`config.mk`:
```
export PLATFORM = sky130hd
export DESIGN_NAME = turbo_encoder_flat
export DESIGN_NICKNAME = d
export VERILOG_FILES = /design/src/rtl/turbo_encoder_if.sv /design/src/rtl/turbo_encoder.sv /design/src/flat_wrapper.sv
export SDC_FILE = /design/constraint.sdc
export NUM_CORES = 1
export LEC_CHECK = 0
export ABC_AREA = 0
export CAP_MARGIN = 20
export CELL_PAD_IN_SITES_DETAIL_PLACEMENT = 0
export CELL_PAD_IN_SITES_GLOBAL_PLACEMENT = 1
export CORE_MARGIN = 2
export CORE_UTILIZATION = 40
export CTS_BUF_LIST = sky130_fd_sc_hd__clkbuf_4
export DETAILED_ROUTE_END_ITERATION = 7
export HOLD_SLACK_MARGIN = 0.1
export PLACE_DENSITY_LB_ADDON = 0.12
export SETUP_SLACK_MARGIN = 0.2
export SLEW_MARGIN = 20
export SYNTH_ARGS = -nofsm -noshare
export SYNTH_HDL_FRONTEND = slang
export SYNTH_SLANG_ARGS = --single-unit
```
`constraint.sdc`:
```
create_clock -name clk -period 11.65 [get_ports clk]
set_input_delay 2.9125 -clock clk [delete_from_list [all_inputs] [get_ports clk]]
set_output_delay 2.9125 -clock clk [all_outputs]
set_load 0.05 [all_outputs]
```
`src/rtl/turbo_encoder_if.sv`:
```
// Stream bundle for turbo_encoder: bit-serial load side and symbol output side.
// Symbol fields are W bits wide when TURBO_ENC_BPSK_MAP_EN is defined, else 1 bit.
interface turbo_encoder_if #(parameter int W = 16);
`ifdef TURBO_ENC_BPSK_MAP_EN
    localparam int DW = W;
`else
    localparam int DW = 1;
`endif

    logic          in_valid;
    logic          in_bit;
    logic          in_ready;
    logic          out_valid;
    logic          out_ready;
    logic [DW-1:0] out_sys;
    logic [DW-1:0] out_p1;
    logic [DW-1:0] out_p2;
    logic [DW-1:0] out_sys2;
    logic          out_tail;
    logic          out_last;

    modport slave (
        input  in_valid, in_bit, out_ready,
        output in_ready, out_valid, out_sys, out_p1, out_p2, out_sys2, out_tail, out_last
    );

    modport master (
        output in_valid, in_bit, out_ready,
        input  in_ready, out_valid, out_sys, out_p1, out_p2, out_sys2, out_tail, out_last
    );
endinterface

```
`src/rtl/turbo_encoder.sv`:
```
// Rate-1/3 turbo encoder (two 8-state RSCs, QPP interleaver, 3-step termination); optional BPSK map: TURBO_ENC_BPSK_MAP_EN.
// Latency: first symbol the cycle after the 256th input bit; then 259 symbols at up to one per cycle.
// Backpressure: out_ready low freezes all state and outputs; in_ready is low until the tail completes.
module turbo_encoder #(
    parameter int           K   = 256,
    parameter int           W   = 16,
    parameter logic [W-1:0] AMP = 16'd256
) (
    input  logic            clk,
    input  logic            rst_n,
    turbo_encoder_if.slave  bus
);
    localparam int AW = $clog2(K);

    typedef enum logic [1:0] {S_LOAD, S_ENCODE, S_TAIL} state_t;

    state_t        r_state, w_state_nxt;
    logic [AW-1:0] r_cnt, r_pi, r_g;
    logic [2:0]    r_s1, r_s2;
    logic [K-1:0]  r_u;

    logic w_out_valid, w_in_ready, w_tail, w_last;
    logic w_a1, w_a2, w_sys2;
    logic w_f1, w_f2, w_z1, w_z2;
    logic w_sys_b, w_p1_b, w_p2_b, w_sys2_b;

    always_comb begin
        w_state_nxt = r_state;
        w_out_valid = 1'b0;
        w_in_ready  = 1'b0;
        w_tail      = 1'b0;
        w_last      = 1'b0;
        w_a1        = r_u[r_cnt];
        w_a2        = r_u[r_pi];
        w_sys2      = 1'b0;
        case (r_state)
            S_LOAD: begin
                w_in_ready = 1'b1;
                if (bus.in_valid && r_cnt == AW'(K-1)) w_state_nxt = S_ENCODE;
            end
            S_ENCODE: begin
                w_out_valid = 1'b1;
                if (bus.out_ready && r_cnt == AW'(K-1)) w_state_nxt = S_TAIL;
            end
            S_TAIL: begin
                // Feedback input cancels the recursion so each encoder flushes to 000
                w_out_valid = 1'b1;
                w_tail      = 1'b1;
                w_a1        = r_s1[1] ^ r_s1[0];
                w_a2        = r_s2[1] ^ r_s2[0];
                w_sys2      = w_a2;
                w_last      = (r_cnt == AW'(2));
                if (bus.out_ready && w_last) w_state_nxt = S_LOAD;
            end
            default: w_state_nxt = S_LOAD;
        endcase
    end

    // State bits are {d1,d2,d3}
    assign w_f1 = w_a1 ^ r_s1[1] ^ r_s1[0];
    assign w_z1 = w_f1 ^ r_s1[2] ^ r_s1[0];
    assign w_f2 = w_a2 ^ r_s2[1] ^ r_s2[0];
    assign w_z2 = w_f2 ^ r_s2[2] ^ r_s2[0];

    assign w_sys_b  = w_out_valid & w_a1;
    assign w_p1_b   = w_out_valid & w_z1;
    assign w_p2_b   = w_out_valid & w_z2;
    assign w_sys2_b = w_out_valid & w_sys2;

    always_ff @(posedge clk or negedge rst_n) begin
        if (!rst_n) begin
            r_state <= S_LOAD;
            r_cnt   <= '0;
            r_pi    <= '0;
            r_g     <= AW'(47);
            r_s1    <= '0;
            r_s2    <= '0;
        end else begin
            r_state <= w_state_nxt;
            case (r_state)
                S_LOAD: begin
                    r_pi <= '0;
                    r_g  <= AW'(47);
                    r_s1 <= '0;
                    r_s2 <= '0;
                    if (bus.in_valid) r_cnt <= r_cnt + AW'(1);
                end
                S_ENCODE: begin
                    if (bus.out_ready) begin
                        r_s1  <= {w_f1, r_s1[2], r_s1[1]};
                        r_s2  <= {w_f2, r_s2[2], r_s2[1]};
                        r_cnt <= r_cnt + AW'(1);
                        r_pi  <= r_pi + r_g;
                        r_g   <= r_g + AW'(64);
                    end
                end
                S_TAIL: begin
                    if (bus.out_ready) begin
                        r_s1  <= {w_f1, r_s1[2], r_s1[1]};
                        r_s2  <= {w_f2, r_s2[2], r_s2[1]};
                        r_cnt <= w_last ? '0 : r_cnt + AW'(1);
                    end
                end
                default: r_cnt <= '0;
            endcase
        end
    end

    // Block buffer needs no reset: it is fully rewritten before it is read
    always_ff @(posedge clk) begin
        if (r_state == S_LOAD && bus.in_valid) r_u[r_cnt] <= bus.in_bit;
    end

    assign bus.in_ready  = w_in_ready;
    assign bus.out_valid = w_out_valid;
    assign bus.out_tail  = w_tail;
    assign bus.out_last  = w_last;

`ifdef TURBO_ENC_BPSK_MAP_EN
    function automatic logic [W-1:0] f_map(input logic b);
        return b ? -AMP : AMP;
    endfunction

    assign bus.out_sys  = f_map(w_sys_b);
    assign bus.out_p1   = f_map(w_p1_b);
    assign bus.out_p2   = f_map(w_p2_b);
    assign bus.out_sys2 = f_map(w_sys2_b);
`else
    assign bus.out_sys  = w_sys_b;
    assign bus.out_p1   = w_p1_b;
    assign bus.out_p2   = w_p2_b;
    assign bus.out_sys2 = w_sys2_b;
`endif
endmodule

```
`src/flat_wrapper.sv`:
```
// flat-port wrapper written by rule: the top's interface ports become plain ports
module turbo_encoder_flat 
#(
    parameter int           K   = 256,
    parameter int           W   = 16,
    parameter logic [W-1:0] AMP = 16'd256
)
  (clk, rst_n, bus_in_valid, bus_in_bit, bus_out_ready, bus_in_ready, bus_out_valid, bus_out_sys, bus_out_p1, bus_out_p2, bus_out_sys2, bus_out_tail, bus_out_last);
  turbo_encoder_if #(.W(W)) bus_i ();
  input  logic clk;
  input  logic rst_n;
  input wire logic [$bits(bus_i.in_valid)-1:0] bus_in_valid;
  input wire logic [$bits(bus_i.in_bit)-1:0] bus_in_bit;
  input wire logic [$bits(bus_i.out_ready)-1:0] bus_out_ready;
  output wire logic [$bits(bus_i.in_ready)-1:0] bus_in_ready;
  output wire logic [$bits(bus_i.out_valid)-1:0] bus_out_valid;
  output wire logic [$bits(bus_i.out_sys)-1:0] bus_out_sys;
  output wire logic [$bits(bus_i.out_p1)-1:0] bus_out_p1;
  output wire logic [$bits(bus_i.out_p2)-1:0] bus_out_p2;
  output wire logic [$bits(bus_i.out_sys2)-1:0] bus_out_sys2;
  output wire logic [$bits(bus_i.out_tail)-1:0] bus_out_tail;
  output wire logic [$bits(bus_i.out_last)-1:0] bus_out_last;
  assign bus_i.in_valid = bus_in_valid;
  assign bus_i.in_bit = bus_in_bit;
  assign bus_i.out_ready = bus_out_ready;
  assign bus_in_ready = bus_i.in_ready;
  assign bus_out_valid = bus_i.out_valid;
  assign bus_out_sys = bus_i.out_sys;
  assign bus_out_p1 = bus_i.out_p1;
  assign bus_out_p2 = bus_i.out_p2;
  assign bus_out_sys2 = bus_i.out_sys2;
  assign bus_out_tail = bus_i.out_tail;
  assign bus_out_last = bus_i.out_last;
  turbo_encoder #(.K(K), .W(W), .AMP(AMP)) u_core (.clk(clk), .rst_n(rst_n), .bus(bus_i));
endmodule
```
# Yosys cells after proc, flatten, opt, wreduce, memory -nomap -nowiden
# Index checks and enable logic that the tools add are counted.
# word_totals
register_bits	288
input_bits	5
# classes
eq_ne	11
muxes	31
add_sub_neg	3
reduce_logical	13
order_cmp	3
bitwise_logic	14
# op_table
cell	n
256-bit bitwise mux	1
8-bit two-way mux	6
8-bit case mux with 2 select lines	2
8-bit case mux with 3 select lines	1
8-bit by 9-bit less-than comparator with 1-bit output, second input constant	2
1-bit binary-select mux with 8-bit select	2
3-bit case mux with 2 select lines	2
1-bit two-way mux	10
1-bit bitwise XOR	10
8-bit by 1-bit adder with 8-bit output, second input constant	1
8-bit by 7-bit adder with 8-bit output, second input constant	1
8-bit adder	1
1-bit demux with 8-bit select	1
8-bit by 2-bit == test with 1-bit output, second input constant	1
8-bit == test, second input constant	1
8-bit by 1-bit greater-or-equal comparator with 1-bit output, second input constant	1
2-bit by 1-bit != test with 1-bit output, second input constant	4
2-bit two-way mux	3
3-bit two-way mux	2
2-bit != test, second input constant	3
2-bit case mux with 3 select lines	1
3-bit AND reduction	2
1-bit logical AND	5
1-bit AND	4
other kinds (6)	8

# Longest topological paths before layout
# logic_depth
word_depth	8
ltp_mapped	12
depth_no_buf	11

# Worst setup path after synthesis
# No wires, ideal clock.
# synth_path
kind	flip-flop to output port
start	register u_core.r_pi[1]
end	output port bus_out_p2
setup_slack_ns	5.131
path_buffers	3
t_arrival_ns	3.607
path_stages_with_launch	10
cell_sequence	dfrtp_1 -> buf_2 -> buf_2 -> buf_2 -> mux4_2 -> mux4_2 -> o22ai_1 -> nor4_1 -> o31ai_1 -> nor3b_1
# synth_between
elab_chain_len	8
# synth_lines
item	line_no	source
start: declaration	turbo_encoder.sv:18	logic [AW-1:0] r_cnt, r_pi, r_g;
start signal: assignment	turbo_encoder.sv:93	r_pi <= r_pi + r_g;
1-bit binary-select mux with 8-bit select	turbo_encoder.sv:34	w_a2 = r_u[r_pi];
1-bit two-way mux (not written as such)	turbo_encoder.sv:34	
1-bit two-way mux	turbo_encoder.sv:36	case (r_state)
1-bit bitwise XOR (2 in a row)	turbo_encoder.sv:62	assign w_f2 = w_a2 ^ r_s2[1] ^ r_s2[0];
1-bit bitwise XOR (2 in a row)	turbo_encoder.sv:63	assign w_z2 = w_f2 ^ r_s2[2] ^ r_s2[0];
1-bit AND	turbo_encoder.sv:67	assign w_p2_b = w_out_valid & w_z2;
end: declaration	flat_wrapper.sv:19	output wire logic [$bits(bus_i.out_p2)-1:0] bus_out_p2;
# Every way passes these cells. The select of a mux whose other input is x is not followed.

# Worst setup path in the final report
# Same ends and word-level chain as after synthesis.

==> flow_metrics.env <==
export IMPL_powerDensity_mw_per_mm2=162.5
export IMPL_dieArea_mm2=0.03901
export IMPL_ys_top_cells_by_area="edfxtp_1 51%, mux4_2 17%, nor2_1 7.2%, dfrtp_1 4.3%, mux2i_1 2.3%"
export IMPL_maxSlewHeadroom_pct=31.89
export IMPL_crit_slowest_cell="dfrtp_4"
export IMPL_ys_seq_elements=283
export IMPL_via_per_inst=6.125
export IMPL_avgSynthCellArea_um2=13.06
export IMPL_swShare_pct=31.26
export IMPL_hold_viol_final=0
export IMPL_grt_pass1_vias=10360
export IMPL_drtIter0Drc=1023
export IMPL_synthTopCellsByCount="286 x nor2_1, 256 x edfxtp_1, 112 x mux4_2, 77 x nand2_1, 66 x clkbuf_1"
export IMPL_cts_tree="yes"
export IMPL_hold_start="u_core.r_s2[2]"
export IMPL_worst_pin_slew_ps=1017
export IMPL_finClkSkew_ps=46.78
export IMPL_startpoint="u_core.r_pi[1]"
export IMPL_grt_pass1_wl_mm=70.25
export IMPL_max_freq_mhz=107.0
export IMPL_r2r_end="u_core.r_s2[2]"
export IMPL_clockRootBuffer="clkbuf_4"
export IMPL_die_h_um=197.5
export IMPL_worstSkewPairLatency_ps=780
export IMPL_hpwlAfterDp_mm=27.66
export IMPL_place_congestion=0.8148
export IMPL_boundaryPins=13
export IMPL_die_x_um=197.5
export IMPL_nFillCells=3426
export IMPL_ys_warnings_count=0
export IMPL_synth_xor_area_share_pct=1.111
export IMPL_p_int_uw=1850
export IMPL_synth_compound_area_share_pct=6.182
export IMPL_post_synth_top_count_cell="nor2_1"
export IMPL_post_cts_resize_count=0
export IMPL_cp_end_kind="output pin"
export IMPL_ctsHoldBuffers=0
export IMPL_netlist_area_leader_share_pct=51.33
export IMPL_holdCritPathClass="flip-flop to flip-flop"
export IMPL_critPathKind="flip-flop to output pin"
export IMPL_reg2reg_from="u_core.r_pi[1]"
export IMPL_worst_slack_ps=2301
export IMPL_drive_gt1_share_pct=24.88
export IMPL_critPathMaxStageDelay_ps=980
export IMPL_vias=10410
export IMPL_ir_drop_uv=58.38
export IMPL_cts_buffers=81
export IMPL_async_reset_ff_share_pct=9.541
export IMPL_seqPwrFrac_pct=43.0
export IMPL_worstSetupEndpoint="bus_out_p2"
export IMPL_reg2reg_depth=9
export IMPL_p_total_uw=2691
export IMPL_first_pass_iters=6
export IMPL_crit_fanout=49
export IMPL_maxCapViolations=0
export IMPL_crit_chain="buf_4 -> mux4_2 -> mux2i_1 -> nor4_1 -> nor4b_2 -> nand4_1 -> o22ai_1 -> nor4_1 -> o31ai_1 -> nor3b_1 -> clkdlybuf4s50_1"
export IMPL_clkSinkCount=283
export IMPL_place_ws_ps=2585
export IMPL_arrival_ps=6440
export IMPL_synthAdderAreaFrac_pct=1.303
export IMPL_crit_path_start_kind="flip-flop"
export IMPL_cellLeakagePower_uw=0.005108
export IMPL_detail_route_antenna_nets=0
export IMPL_p_sw_uw=841.2
export IMPL_muxShareOfSynthArea_pct=20.53
export IMPL_syn_to_final_growth_pct=10.55
export IMPL_wirelength_mm=47.42
export IMPL_slew_violations=0
export IMPL_period_needed_ps=9349
export IMPL_rsz0062_at_grt="no"
export IMPL_grtUsageTotal_pct=25.03
export IMPL_crit_required_ps=8740
export IMPL_initial_utilization_pct=40.71
export IMPL_postCtsSetupBuffers=0
export IMPL_synth_top_family_by_area="multiplexers"
export IMPL_status="finished, final reports clean"
export IMPL_grt_start_max_net_pins=157
export IMPL_grt_overflow=0
export IMPL_synth_edf_count=256
export IMPL_path_common_cell="nor4_1"
export IMPL_finalSetupViolations=0
export IMPL_num_rows=70
export IMPL_yosysUniqueCellTypes=62
export IMPL_yosysTopAreaCell="edfxtp_1"
export IMPL_syn_area_mm2=0.01498
export IMPL_htreeDepth=3
export IMPL_r2r_setup_slack_ps=6810
export IMPL_cts_path_max_buffers=3
export IMPL_grt_antenna_before_repair=1
export IMPL_period_share_pct=80.25
export IMPL_final_core_util_pct=45.01
export IMPL_synthFlopType="edfxtp_1"
export IMPL_p_comb_share_pct=21.1
export IMPL_power_frac_clock_pct=35.8
export IMPL_wl_per_cell_um=27.91
export IMPL_core_area_mm2=0.03679
export IMPL_post_route_drc_count=0
export IMPL_synth_seq_area_share_pct=55.85
export IMPL_syn_inst=1147
export IMPL_fin_tns_setup_ps=0
export IMPL_io_buffers=12
export IMPL_synth_simple_area_share_pct=11.80
export IMPL_clk_pin_slew_ps=70
export IMPL_nNetsFinal=1192
export IMPL_syn_num_nets=1167
## flip-flops by register name, summed over array words and instances (netlist names)
| name | count |
|---|---|
| u_core.r_state | 2 |
| u_core.r_s1 | 3 |
| u_core.r_cnt | 8 |
| u_core.r_s2 | 3 |
| u_core.r_pi | 8 |
| u_core.r_u | 256 |
| u_core.r_g | 3 |
## cell type report
| class | instances | area, um^2 | area share [%] |
|---|---|---|---|
| multi-input combinational | 754 | 6153 | 37.16 |
| sequential | 283 | 8378 | 50.60 |
| clock buffer | 124 | 930.9 | 5.622 |
| tap | 468 | 585.6 | 3.537 |
| antenna | 1 | 2.502 | 0.01511 |
| inverter | 13 | 48.80 | 0.2947 |
| timing repair buffer | 39 | 324.1 | 1.957 |
| clock inverter | 17 | 133.9 | 0.8086 |
## power groups by stage
stage / clock network (uW) / logic (uW) / registers, uW
4_1_cts: 996 / 567 / 1160
5_1_grt: 1050 / 600 / 1160
3_5_place_dp: 0 / 566 / 1180
3_3_place_gp: 0 / 564 / 1180
2_1_floorplan: 0 / 380 / 1150
6_report: 964 / 569 / 1160
## cell usage in the layout (no fill, tap or decap), types with 19 or more instances in the layout
cell,instances
nand2_1,75
edfxtp_1,256
a22oi_1,22
buf_4,27
mux2i_1,35
clkbuf_4,124
a21oi_1,19
dfrtp_1,21
mux4_2,112
nor2_1,285
## per-stage QoR
step / cells / hold WS [ps] / instance area, um^2
3_5_place_dp: 1557 / 522.3 / 15480
2_1_floorplan: 1147 / 486.7 / 14980
6_report: 1699 / 534.9 / 16560
4_1_cts: 1698 / 538.9 / 16550
3_3_place_gp: 1557 / 527.6 / 15480
5_1_grt: 1699 / 579.6 / 16560
## cells by family after synthesis
family,count (synthesis)
AOI/OAI and AO/OA,130
xor gates and xnor gates,19
adders and majority gates,15
buffers and inverters,110
DFF,283
muxes,165
and+or+nand+nor,425
## critical path: cells and delay by family (launching register included)
family                 cells  cell delay [ps]
flip-flops                 1              980
AO/OA/AOI/OAI              2              840
buffers and inverters      2             1470
multiplexers               2              750
AND/OR/NAND/NOR            5             1600
## per-layer routing
layer,part of all wire (%),track usage (%),vias to the layer above
li1,-,-,4434
met1,45,35.44,5477
met2,46,38.30,416
met3,7.2,5.822,80
met4,2.6,7.964,0
met5,0,0,-
## worst min-delay path by stage
stage                                 to  slack [ps]  depth (start not counted)
after floorplan           u_core.r_s2[2]         490                          2
after global placement    u_core.r_s2[2]         530                          2
after detailed placement  u_core.r_s2[2]         520                          2
after CTS                 u_core.r_s2[2]         540                          2
after global routing      u_core.r_s2[2]         580                          2
final                     u_core.r_s2[2]         530                          2
No activity file was read; power rests on OpenSTA's default activity.
